[src/rtl/des_pkg.sv]
// des_pkg: shared DES permutation constants.
//   BLK_W             block width in bits
//   MODE_IP / MODE_FP mode encodings carried with each beat
//   IP_TABLE/FP_TABLE 1-based source bit index for each output bit (bit 1 = MSB)
//   permute()         applies IP or FP to one block
package des_pkg;
  localparam int BLK_W = 64;
  localparam logic MODE_IP = 1'b0;
  localparam logic MODE_FP = 1'b1;
  localparam int IP_TABLE [64] = '{
    58, 50, 42, 34, 26, 18, 10, 2,
    60, 52, 44, 36, 28, 20, 12, 4,
    62, 54, 46, 38, 30, 22, 14, 6,
    64, 56, 48, 40, 32, 24, 16, 8,
    57, 49, 41, 33, 25, 17, 9, 1,
    59, 51, 43, 35, 27, 19, 11, 3,
    61, 53, 45, 37, 29, 21, 13, 5,
    63, 55, 47, 39, 31, 23, 15, 7
  };
  localparam int FP_TABLE [64] = '{
    40, 8, 48, 16, 56, 24, 64, 32,
    39, 7, 47, 15, 55, 23, 63, 31,
    38, 6, 46, 14, 54, 22, 62, 30,
    37, 5, 45, 13, 53, 21, 61, 29,
    36, 4, 44, 12, 52, 20, 60, 28,
    35, 3, 43, 11, 51, 19, 59, 27,
    34, 2, 42, 10, 50, 18, 58, 26,
    33, 1, 41, 9, 49, 17, 57, 25
  };
  // Output bits are shifted in MSB-first, so table entry i lands on DES bit i+1.
  // DES bit n lives at vector index BLK_W-n.
  function automatic logic [BLK_W-1:0] permute(input logic [BLK_W-1:0] blk, input logic mode);
    logic [BLK_W-1:0] p;
    p = '0;
    for (int i = 0; i < BLK_W; i++)
      p = {p[BLK_W-2:0], blk[6'(BLK_W - (mode == MODE_FP ? FP_TABLE[i] : IP_TABLE[i]))]};
    return p;
  endfunction
endpackage

[src/rtl/des_perm_lane.sv]
// des_perm_lane: combinational single-block DES IP/FP permutation with keep zeroing.
//   mode    0 = IP, 1 = FP
//   keep    block present; when 0 the output is forced to zero
//   blk_in  input block (bit 1 = MSB)
//   blk_out permuted block
module des_perm_lane
  import des_pkg::*;
(
  input  logic             mode,
  input  logic             keep,
  input  logic [BLK_W-1:0] blk_in,
  output logic [BLK_W-1:0] blk_out
);
  always_comb blk_out = keep ? permute(blk_in, mode) : '0;
endmodule

[src/rtl/des_perm_pipe.sv]
// des_perm_pipe: streaming pipelined DES IP/FP permutation over LANES blocks per beat.
//   clk, reset_n          clock, asynchronous active-low reset
//   in_valid/in_ready     input handshake; in_mode, in_keep, in_text sampled with the beat
//   out_valid/out_ready   output handshake; out_mode, out_keep, out_text carried with the beat
//   busy                  any stage holds a valid beat
//   Optional (DES_PERM_CNT_EN): cnt_clear input, blk_count[31:0] kept-block counter output
module des_perm_pipe
  import des_pkg::*;
#(
  parameter int LANES       = 1,
  parameter int PIPE_STAGES = 2
) (
  input  logic                   clk,
  input  logic                   reset_n,
  input  logic                   in_valid,
  output logic                   in_ready,
  input  logic                   in_mode,
  input  logic [LANES-1:0]       in_keep,
  input  logic [BLK_W*LANES-1:0] in_text,
  output logic                   out_valid,
  input  logic                   out_ready,
  output logic                   out_mode,
  output logic [LANES-1:0]       out_keep,
  output logic [BLK_W*LANES-1:0] out_text,
`ifdef DES_PERM_CNT_EN
  input  logic                   cnt_clear,
  output logic [31:0]            blk_count,
`endif
  output logic                   busy
);
  localparam int DW = BLK_W * LANES;
  logic [DW-1:0] perm_text;
  for (genvar k = 0; k < LANES; k++) begin : g_lane
    des_perm_lane u_lane (
      .mode   (in_mode),
      .keep   (in_keep[k]),
      .blk_in (in_text[BLK_W*k +: BLK_W]),
      .blk_out(perm_text[BLK_W*k +: BLK_W])
    );
  end
  logic [PIPE_STAGES-1:0] vld_q, vld_d, mode_q, mode_d, rdy;
  logic [LANES-1:0] keep_q [PIPE_STAGES];
  logic [LANES-1:0] keep_d [PIPE_STAGES];
  logic [DW-1:0] text_q [PIPE_STAGES];
  logic [DW-1:0] text_d [PIPE_STAGES];
  // Stage s can load unless it and every stage after it is full and the sink stalls;
  // written in closed form so the ready chain never reads itself.
  always_comb begin
    rdy = '0;
    for (int s = 0; s < PIPE_STAGES; s++) rdy[s] = out_ready | (|((~vld_q) >> s));
  end
  always_comb begin
    vld_d = vld_q;
    mode_d = mode_q;
    keep_d = keep_q;
    text_d = text_q;
    for (int s = 0; s < PIPE_STAGES; s++)
      if (rdy[s]) begin
        vld_d[s] = s == 0 ? in_valid : vld_q[s == 0 ? 0 : s-1];
        if (s == 0 ? in_valid : vld_q[s == 0 ? 0 : s-1]) begin
          mode_d[s] = s == 0 ? in_mode : mode_q[s == 0 ? 0 : s-1];
          keep_d[s] = s == 0 ? in_keep : keep_q[s == 0 ? 0 : s-1];
          text_d[s] = s == 0 ? perm_text : text_q[s == 0 ? 0 : s-1];
        end
      end
  end
  always_ff @(posedge clk or negedge reset_n)
    if (!reset_n) begin
      vld_q <= '0;
      mode_q <= '0;
      keep_q <= '{default: '0};
      text_q <= '{default: '0};
    end else begin
      vld_q <= vld_d;
      mode_q <= mode_d;
      keep_q <= keep_d;
      text_q <= text_d;
    end
  assign in_ready = rdy[0];
  assign out_valid = vld_q[PIPE_STAGES-1];
  assign out_mode = mode_q[PIPE_STAGES-1];
  assign out_keep = keep_q[PIPE_STAGES-1];
  assign out_text = text_q[PIPE_STAGES-1];
  assign busy = |vld_q;
`ifdef DES_PERM_CNT_EN
  logic [31:0] cnt_q, cnt_d;
  // Clear wins over a same-cycle increment; the sum wraps naturally at 2^32.
  always_comb cnt_d = cnt_clear ? '0 : (out_valid & out_ready) ? cnt_q + 32'($countones(out_keep)) : cnt_q;
  always_ff @(posedge clk or negedge reset_n)
    if (!reset_n) cnt_q <= '0;
    else cnt_q <= cnt_d;
  assign blk_count = cnt_q;
`endif
endmodule

[config.mk]
export PLATFORM = sky130hd
export DESIGN_NAME = des_perm_pipe
export DESIGN_NICKNAME = d
export VERILOG_FILES = /design/src/rtl/des_pkg.sv /design/src/rtl/des_perm_lane.sv /design/src/rtl/des_perm_pipe.sv
export SDC_FILE = /design/constraint.sdc
export NUM_CORES = 1
export LEC_CHECK = 0
export ABC_CLOCK_PERIOD_IN_PS = 3500
export CELL_PAD_IN_SITES_DETAIL_PLACEMENT = 1
export CELL_PAD_IN_SITES_GLOBAL_PLACEMENT = 2
export CORE_UTILIZATION = 39
export CTS_BUF_LIST = sky130_fd_sc_hd__clkbuf_4 sky130_fd_sc_hd__clkbuf_8 sky130_fd_sc_hd__clkbuf_16
export CTS_CLUSTER_DIAMETER = 40
export DETAILED_ROUTE_END_ITERATION = 7
export HOLD_SLACK_MARGIN = 0.15
export MAX_ROUTING_LAYER = met4
export PLACE_DENSITY_LB_ADDON = 0.1
export SLEW_MARGIN = 0
export SYNTH_ARGS = -nofsm -noshare
export SYNTH_HDL_FRONTEND = slang
export SYNTH_HIERARCHICAL = 1
export SYNTH_SLANG_ARGS = --single-unit
[constraint.sdc]
create_clock -name clk -period 3.5 [get_ports clk]
set_input_delay 0.875 -clock clk [delete_from_list [all_inputs] [get_ports clk]]
set_output_delay 0.875 -clock clk [all_outputs]
set_load 0.005 [all_outputs]
======== Yosys cells after proc, flatten, opt, wreduce, memory -nomap -nowiden ========
Index checks and enable logic that the tools add are counted.
word-level totals
  bits in registers ....................... 134
  logic and storage cells ................. 376
cells by class
  add/subtract/negate cells ............... 60
  $lt $le $gt $ge ......................... 60
  muxes and demuxes ....................... 241
  bitwise operators ....................... 3
  reductions and logical operators ........ 4
operator list
  kind                                                 count
  < comparator 6 x 8 -> 1 bit (second input constant)  60
  binary-select mux 1 bit (select 6 bit)               60
  subtractor 1 x 6 -> 6 bit (first input constant)     57
  2-to-1 mux 6 bit                                     32
  2-to-1 mux 1 bit                                     120
  2-to-1 mux 5 bit                                     17
  2-to-1 mux 64 bit                                    1
  2-to-1 mux 3 bit                                     6
  subtractor 1 x 5 -> 6 bit (first input constant)     3
  2-to-1 mux 4 bit                                     3
  2-to-1 mux 2 bit                                     2
  AND reduction 2 bit                                  2
  OR reduction 2 bit                                   2
  NOT 2 bit                                            1
  OR 1 bit                                             2

======== Logic depth before layout (Yosys ltp) ========
Gate-level depths: netlist of run 1.
  depth in word-level cells ............... 6
  mapped depth ............................ 5
  gate-level depth less buffers ........... 3

======== By module ========
Netlist of run 1, hierarchy kept.
by module, submodules not included
  module         instances  cells an instance  area each (um2)  sequential area each (um2)
  des_perm_pipe  1          351                5863.1           3353.2
  des_perm_lane  1          138                1131.1           0.0

======== Least setup slack after synthesis of run 1 ========
No wires, ideal clock.
  kind .................................... input to output
  from .................................... input port out_ready
  to ...................................... output port in_ready
  arrival time ............................ 1021 ps
  required time ........................... 2625 ps
  path slack .............................. 1604 ps
  cell stages on the path ................. 1
  cell sequence ........................... nand3b_4
on the way
  longest elaborated chain between the ends .. 1
RTL lines
  what         RTL line             RTL
  from (decl)  des_perm_pipe.sv:21  input logic out_ready,
  OR 1 bit     des_perm_pipe.sv:50  for (int s = 0; s < PIPE_STAGES; s++) rdy[s] = out_ready | (|((~vld_q) >> s));
  to (decl)    des_perm_pipe.sv:16  output logic in_ready,
No other way between the ends.

======== Worst setup path after layout of run 1 ========
Ends and elaborated chain as after synthesis.

==> impl_metrics.ini, run 1 <==
[detailed_routing]
dr.pass1.iters = 4
vias = 3792
drt_iter0_drc = 114
vias_per_cell = 4.73
drc = 0
wirelength_mm = 15.4
detail-route-antenna-nets = 0
wl_per_cell_um = 19.2

[final_layout]
fin_util_pct = 49.9
nets = 634
area_delta_synth_final_pct = 24.3
diodes = 0
drive_gt1_share_pct = 31.6

[placement]
place_congestion = 0.757
hpwl_mm = 10.5
io_buffer_count = 136

[global_routing]
grt_antenna_before_repair = 0
grt_start_max_net_pins = 78
first_global_vias = 4307
grt_pass1_wl_mm = 24.8
grt_overflow = 0
grt_usage_pct = 18.7

[yosys]
syn_inst = 489
synth-edff-count = 0
synthFlopType = dfrtp_1
synthTopCellsByCount = 134 x dfrtp_1, 80 x mux2_4, 68 x buf_4, 60 x mux2i_1, 60 x nor2b_1
yosysMostFrequentCell = dfrtp_1
synth_seq_cells = 134
synthArstFlopShare_pct = 100
synth.top_cell.area_share_pct = 47.9
synth.distinct_cells = 18
yosysSeqAreaShare_pct = 47.9
syn_area_sq_um = 6990
synthTopCellsByArea = dfrtp_1 48%, mux2_4 17%, mux2i_1 8.6%
yosysWarnings = 6
syn_area_per_cell_sq_um = 14.3
yosysTopAreaCell = dfrtp_1

[clock_tree]
cts_buffers = 17
insertion_delay_ns = 0.42
clk_pin_slew_ns = 0.06
cts_setup_buffers = 0
root_buffer = clkbuf_16
cts_buffer_depth = 2
numClockSinks = 134
ctsHoldBuffers = 0
cts_htree_levels = 4
post_cts_resized = 0
cts_tree = built

[floorplan]
dieArea_sq_um = 18500
initial_core_util_pct = 40.2
dieWidth_um = 136
die_h_um = 136
placeableCoreArea_sq_um = 17400
num_rows = 48
io_pins = 139

[worst_setup_path]
reg2regPathDepth = 4
r2r_end = text_q[73]$_DFFE_PN0P_
required_ns = 2.62
worstPathArrival_ns = 2.00
critical_path_class = in -> out
ff2ff_setup_slack_ns = 1.69
end_kind = output port
r2r_start = vld_q[0]$_DFFE_PN0P_
critPathMaxFanout = 3
start_kind = primary input

[run]
cap_violations = 0

[power_and_ir_drop]
powerDensity_nw_per_um2 = 606
leakagePower_nw = 4.11
vdd_ir_drop_max_mv = 0.356

[sta]
max_freq_mhz = 347
post-route-period-util_pct = 82.3
hold_violations = 0
setup_viol = 0
drv_slew = 0
finalSetupTns_ns = 0
worstMarginPinSlew_ns = 0.815
relSlewSlack_pct = 45.6
clock_skew_ns = 0.00838
fin_crit_ns = 2.88
rsz0062_at_grt = no

[run_status]
status = finished clean

[worst_hold_path]
hold_class = in -> async
## layout by cell type, fill, tap and decap left out
master,synthesis,layout
nand2_4,0,2
clkbuf_8,0,2
buf_2,2,1
or2_2,1,1
clkdlybuf4s50_1,0,133
clkinv_4,0,1
clkinv_2,0,1
dfrtp_1,134,134
inv_6,0,1
mux2_2,52,52
mux2_4,80,80
mux2i_1,60,60
buf_6,3,1
and2_1,2,2
nand2b_1,3,3
buf_12,4,5
nand3b_4,1,1
clkinvlp_4,0,2
conb_1,1,2
bufinv_16,0,7
buf_4,68,8
nor2b_1,60,60
clkbuf_16,0,17
## layer usage
| metal | GRT usage [%] | vias to the layer above | share of wire (%) | wire length [um] |
|---|---|---|---|---|
| met1 | 23.7 | 1926 | 46 | 7050 |
| met4 | 5.00 | 0 | 0.86 | 133 |
| met3 | 5.78 | 12 | 5.8 | 895 |
| met2 | 28.8 | 101 | 47 | 7300 |
| met5 | - | - | 0 | 0 |
| li1 | - | 1753 | - | - |
## cell type report
| cell class | count | area [sq um] |
|---|---|---|
| Sequential cell | 134 | 3350 |
| Clock inverter | 12 | 248 |
| Multi-Input combinational cell | 263 | 2850 |
| Timing Repair Buffer | 148 | 1510 |
| Tap cell | 225 | 282 |
| Clock buffer | 19 | 453 |
| Fill cell | 1733 | 8720 |
## worst max-delay path by stage
stage | to | from | cells after the start
floorplan | in_ready | out_ready | 1
global placement | in_ready | out_ready | 3
detailed placement | in_ready | out_ready | 3
CTS | in_ready | out_ready | 3
global route | in_ready | out_ready | 3
finish | in_ready | out_ready | 3
## flip-flops by register name, summed over array words and instances (netlist names)
register and flops:
mode_q 2, keep_q 1, out_text 64, text_q 64
out_keep 1, vld_q 2
## kinds of logic (layout without fill, tap and decap cells)
logic type	Yosys count	in the layout	synth area share, %
muxes	192	192	34.1
DFF	134	134	47.9
buffers and inverters	93	179	11.5
other	1	2	0.0536
and+or+nand+nor	69	69	6.33
## report_power, final
part           internal, W  switching [W]  total [W]
sequential         0.00183       0.000163    0.00199
combinational     0.000766       0.000372    0.00114
clock              0.00144       0.000693    0.00214
## worst max-delay path: stages
cell	delay, ns
clkdlybuf4s50_1	0.47
nand3b_4	0.15
clkdlybuf4s50_1	0.51
## per-stage QoR
stage / cells / setup slack [ns] / total power [W] / hold slack [ns] / cell area [sq um]
after detailed placement: 770 / 0.616 / 0.00318 / 0.489 / 7990
after global routing: 801 / 0.570 / 0.00551 / 0.519 / 8690
after CTS: 801 / 0.611 / 0.00535 / 0.506 / 8690
after floorplan: 490 / 1.60 / 0.00279 / 0.475 / 7000
after global placement: 770 / 0.629 / 0.00315 / 0.482 / 7990
final: 801 / 0.620 / 0.00527 / 0.478 / 8690
No activity file was read; power rests on OpenSTA's default activity.
==> run 2: changes to the inputs <==
- ABC_CLOCK_PERIOD_IN_PS: 3500 -> 2860
- CORE_UTILIZATION: 39 -> 36
- clock period: 3.5 -> 2.86 ns (I/O delays scaled with it)
==> run 2 against run 1 <==
Net effect:
- count of clock-buffer cells in the layout fell by 1
- sequential share of layout area rose by 0.089 points
- sequential power rose by 23%
- core utilization fell by 4.0 points
- power rose by 16%
- register-to-register slack got worse by 0.48 ns
- first-iteration DRC count fell by 30%
- worst hold slack got worse by 0.22 ns
- combinational power rose by 22%
- final cell count rose by 4.6%
- largest power group is now sequential cells
==> impl_metrics.ini, run 2 (same netlist as run 1, synthesis figures left out) <==
[run_status]
status = finished clean

[worst_hold_path]
hold_class = in -> async

[sta]
worstMarginPinSlew_ns = 0.594
hold_violations = 0
finalSetupTns_ns = 0
setup_viol = 0
whs_ns = 0.258
drv_slew = 0
post-route-period-util_pct = 89.7
rsz0062_at_grt = no
max_freq_mhz = 390
clock_skew_ns = 0.0108
fin_crit_ns = 2.57
relSlewSlack_pct = 60.4

[final_layout]
drive_gt1_share_pct = 31.7
final_cell_mix = 134 x dfrtp_1, 133 x clkdlybuf4s50_1, 80 x mux2_4
area_delta_synth_final_pct = 24.0
mostFrequentLayoutCell = dfrtp_1
nets = 634
instances_no_fill = 838

[power_and_ir_drop]
p_clk_share_pct = 37.1
vdd_ir_drop_max_mv = 0.415
power.internal_w = 0.00457
seqPwrFrac_pct = 40.1
switching_power_w = 0.00154
leakagePower_nw = 4.07
comb_power_share_pct = 22.8
swShare_pct = 25.2
powerDensity_nw_per_um2 = 704

[worst_setup_path]
max_stage_delay_ns = 0.51
worstPathArrival_ns = 1.85
start_kind = primary input
crit_top_cell = clkdlybuf4s50_1
critical_path.slowest_cell = clkdlybuf4s50_1
crit_chain = clkdlybuf4s50_1 -> nand3b_4 -> clkdlybuf4s50_1
end_kind = output port
required_ns = 2.14
critPathMaxFanout = 3
critical_path_class = in -> out

[clock_tree]
cts_buffers = 17
cts_tree = built
numClockSinks = 134
cts_buffer_depth = 2
ctsHoldBuffers = 0
root_buffer = clkbuf_16
insertion_delay_ns = 0.41
cts_htree_levels = 4
cts_setup_buffers = 0
clk_pin_slew_ns = 0.06
post_cts_resized = 0

[placement]
hpwl_mm = 10.6
place_congestion = 0.717
io_buffer_count = 136
dp.cells = 805

[floorplan]
io_pins = 139
die_h_um = 141
dieArea_sq_um = 20000
num_rows = 50
dieWidth_um = 141
placeableCoreArea_sq_um = 18900
initial_core_util_pct = 37.0

[global_routing]
grt_util_met3_pct = 5.16
grt_overflow = 0
grt_start_max_net_pins = 58
grt_antenna_before_repair = 1
use_met1_pct = 21.9
first_global_vias = 4362
met2_usage_pct = 27.5
grt.busiest_layer = met2
grt_pass1_wl_mm = 25.2
grt_usage_pct = 17.5

[detailed_routing]
vias_per_cell = 4.56
detail-route-antenna-nets = 0
wirelength_mm = 15.7
wl_per_cell_um = 18.8
dr.pass1.iters = 4
vias = 3818
drc = 0
drt_iter0_drc = 80

[run]
cap_violations = 0
run 2: cell types whose count changed in the layout (fill, tap and decap cells not counted), sizes merged:
cell	change
clkinvlp	+3
clkinv	+2
clkbuf	-1
diode	+1
inv	+1
bufinv	-4
run 2: metrics by stage:
step | setup WS [ns] | power (W) | util, % | instance area [sq um]
finish | 0.294 | 0.00610 | 45.9 | 8670
floorplan | 1.17 | 0.00341 | - | 7000
global route | 0.242 | 0.00641 | 45.9 | 8670
CTS | 0.284 | 0.00620 | 45.9 | 8670
detailed placement | 0.294 | 0.00390 | 42.7 | 8060
global placement | 0.303 | 0.00386 | 42.7 | 8060
run 2: final timing paths:
kind	startpoint	end	slack, ns	depth (start not counted)
max	out_ready	in_ready	0.29	3
min	reset_n	out_text[50]$_DFFE_PN0P_	0.26	1
max reg2reg	vld_q[1]$_DFFE_PN0P_	out_text[4]$_DFFE_PN0P_	1.21	4
min reg2reg	text_q[76]$_DFFE_PN0P_	text_q[76]$_DFFE_PN0P_	0.50	1
max in group asynchronous	reset_n	out_text[0]$_DFFE_PN0P_	1.88	2
min in group clk	text_q[76]$_DFFE_PN0P_	text_q[76]$_DFFE_PN0P_	0.50	1
run 2: critical path, delay by kind of cell:
kind	cells	cell delay, ns
buffers and inverters	2	0.98
and+or+nand+nor	1	0.15
run 2: per-layer routing:
| layer | part of all wire, % | up-vias |
|---|---|---|
| met2 | 48 | 98 |
| met4 | 1.0 | 0 |
| met1 | 46 | 1954 |
| met3 | 5.3 | 13 |
| li1 | - | 1753 |
| met5 | 0 | - |
run 2: power groups by stage:
| stage | registers (W) | logic (W) | clock network (W) |
|---|---|---|---|
| after CTS | 0.00245 | 0.00143 | 0.00232 |
| after global routing | 0.00249 | 0.00150 | 0.00242 |
| after detailed placement | 0.00248 | 0.00142 | 0 |
| final | 0.00245 | 0.00139 | 0.00226 |
| after floorplan | 0.00240 | 0.00102 | 0 |
| after global placement | 0.00247 | 0.00140 | 0 |
run 2: layout make-up:
class	count	area [sq um]
diodes	1	2.50
clock buffers	18	433
clock inverters	14	176
fillers	1906	10200
multi-input cells	263	2850
flip-flops and latches	134	3350
well taps	260	325
repair buffers	148	1530
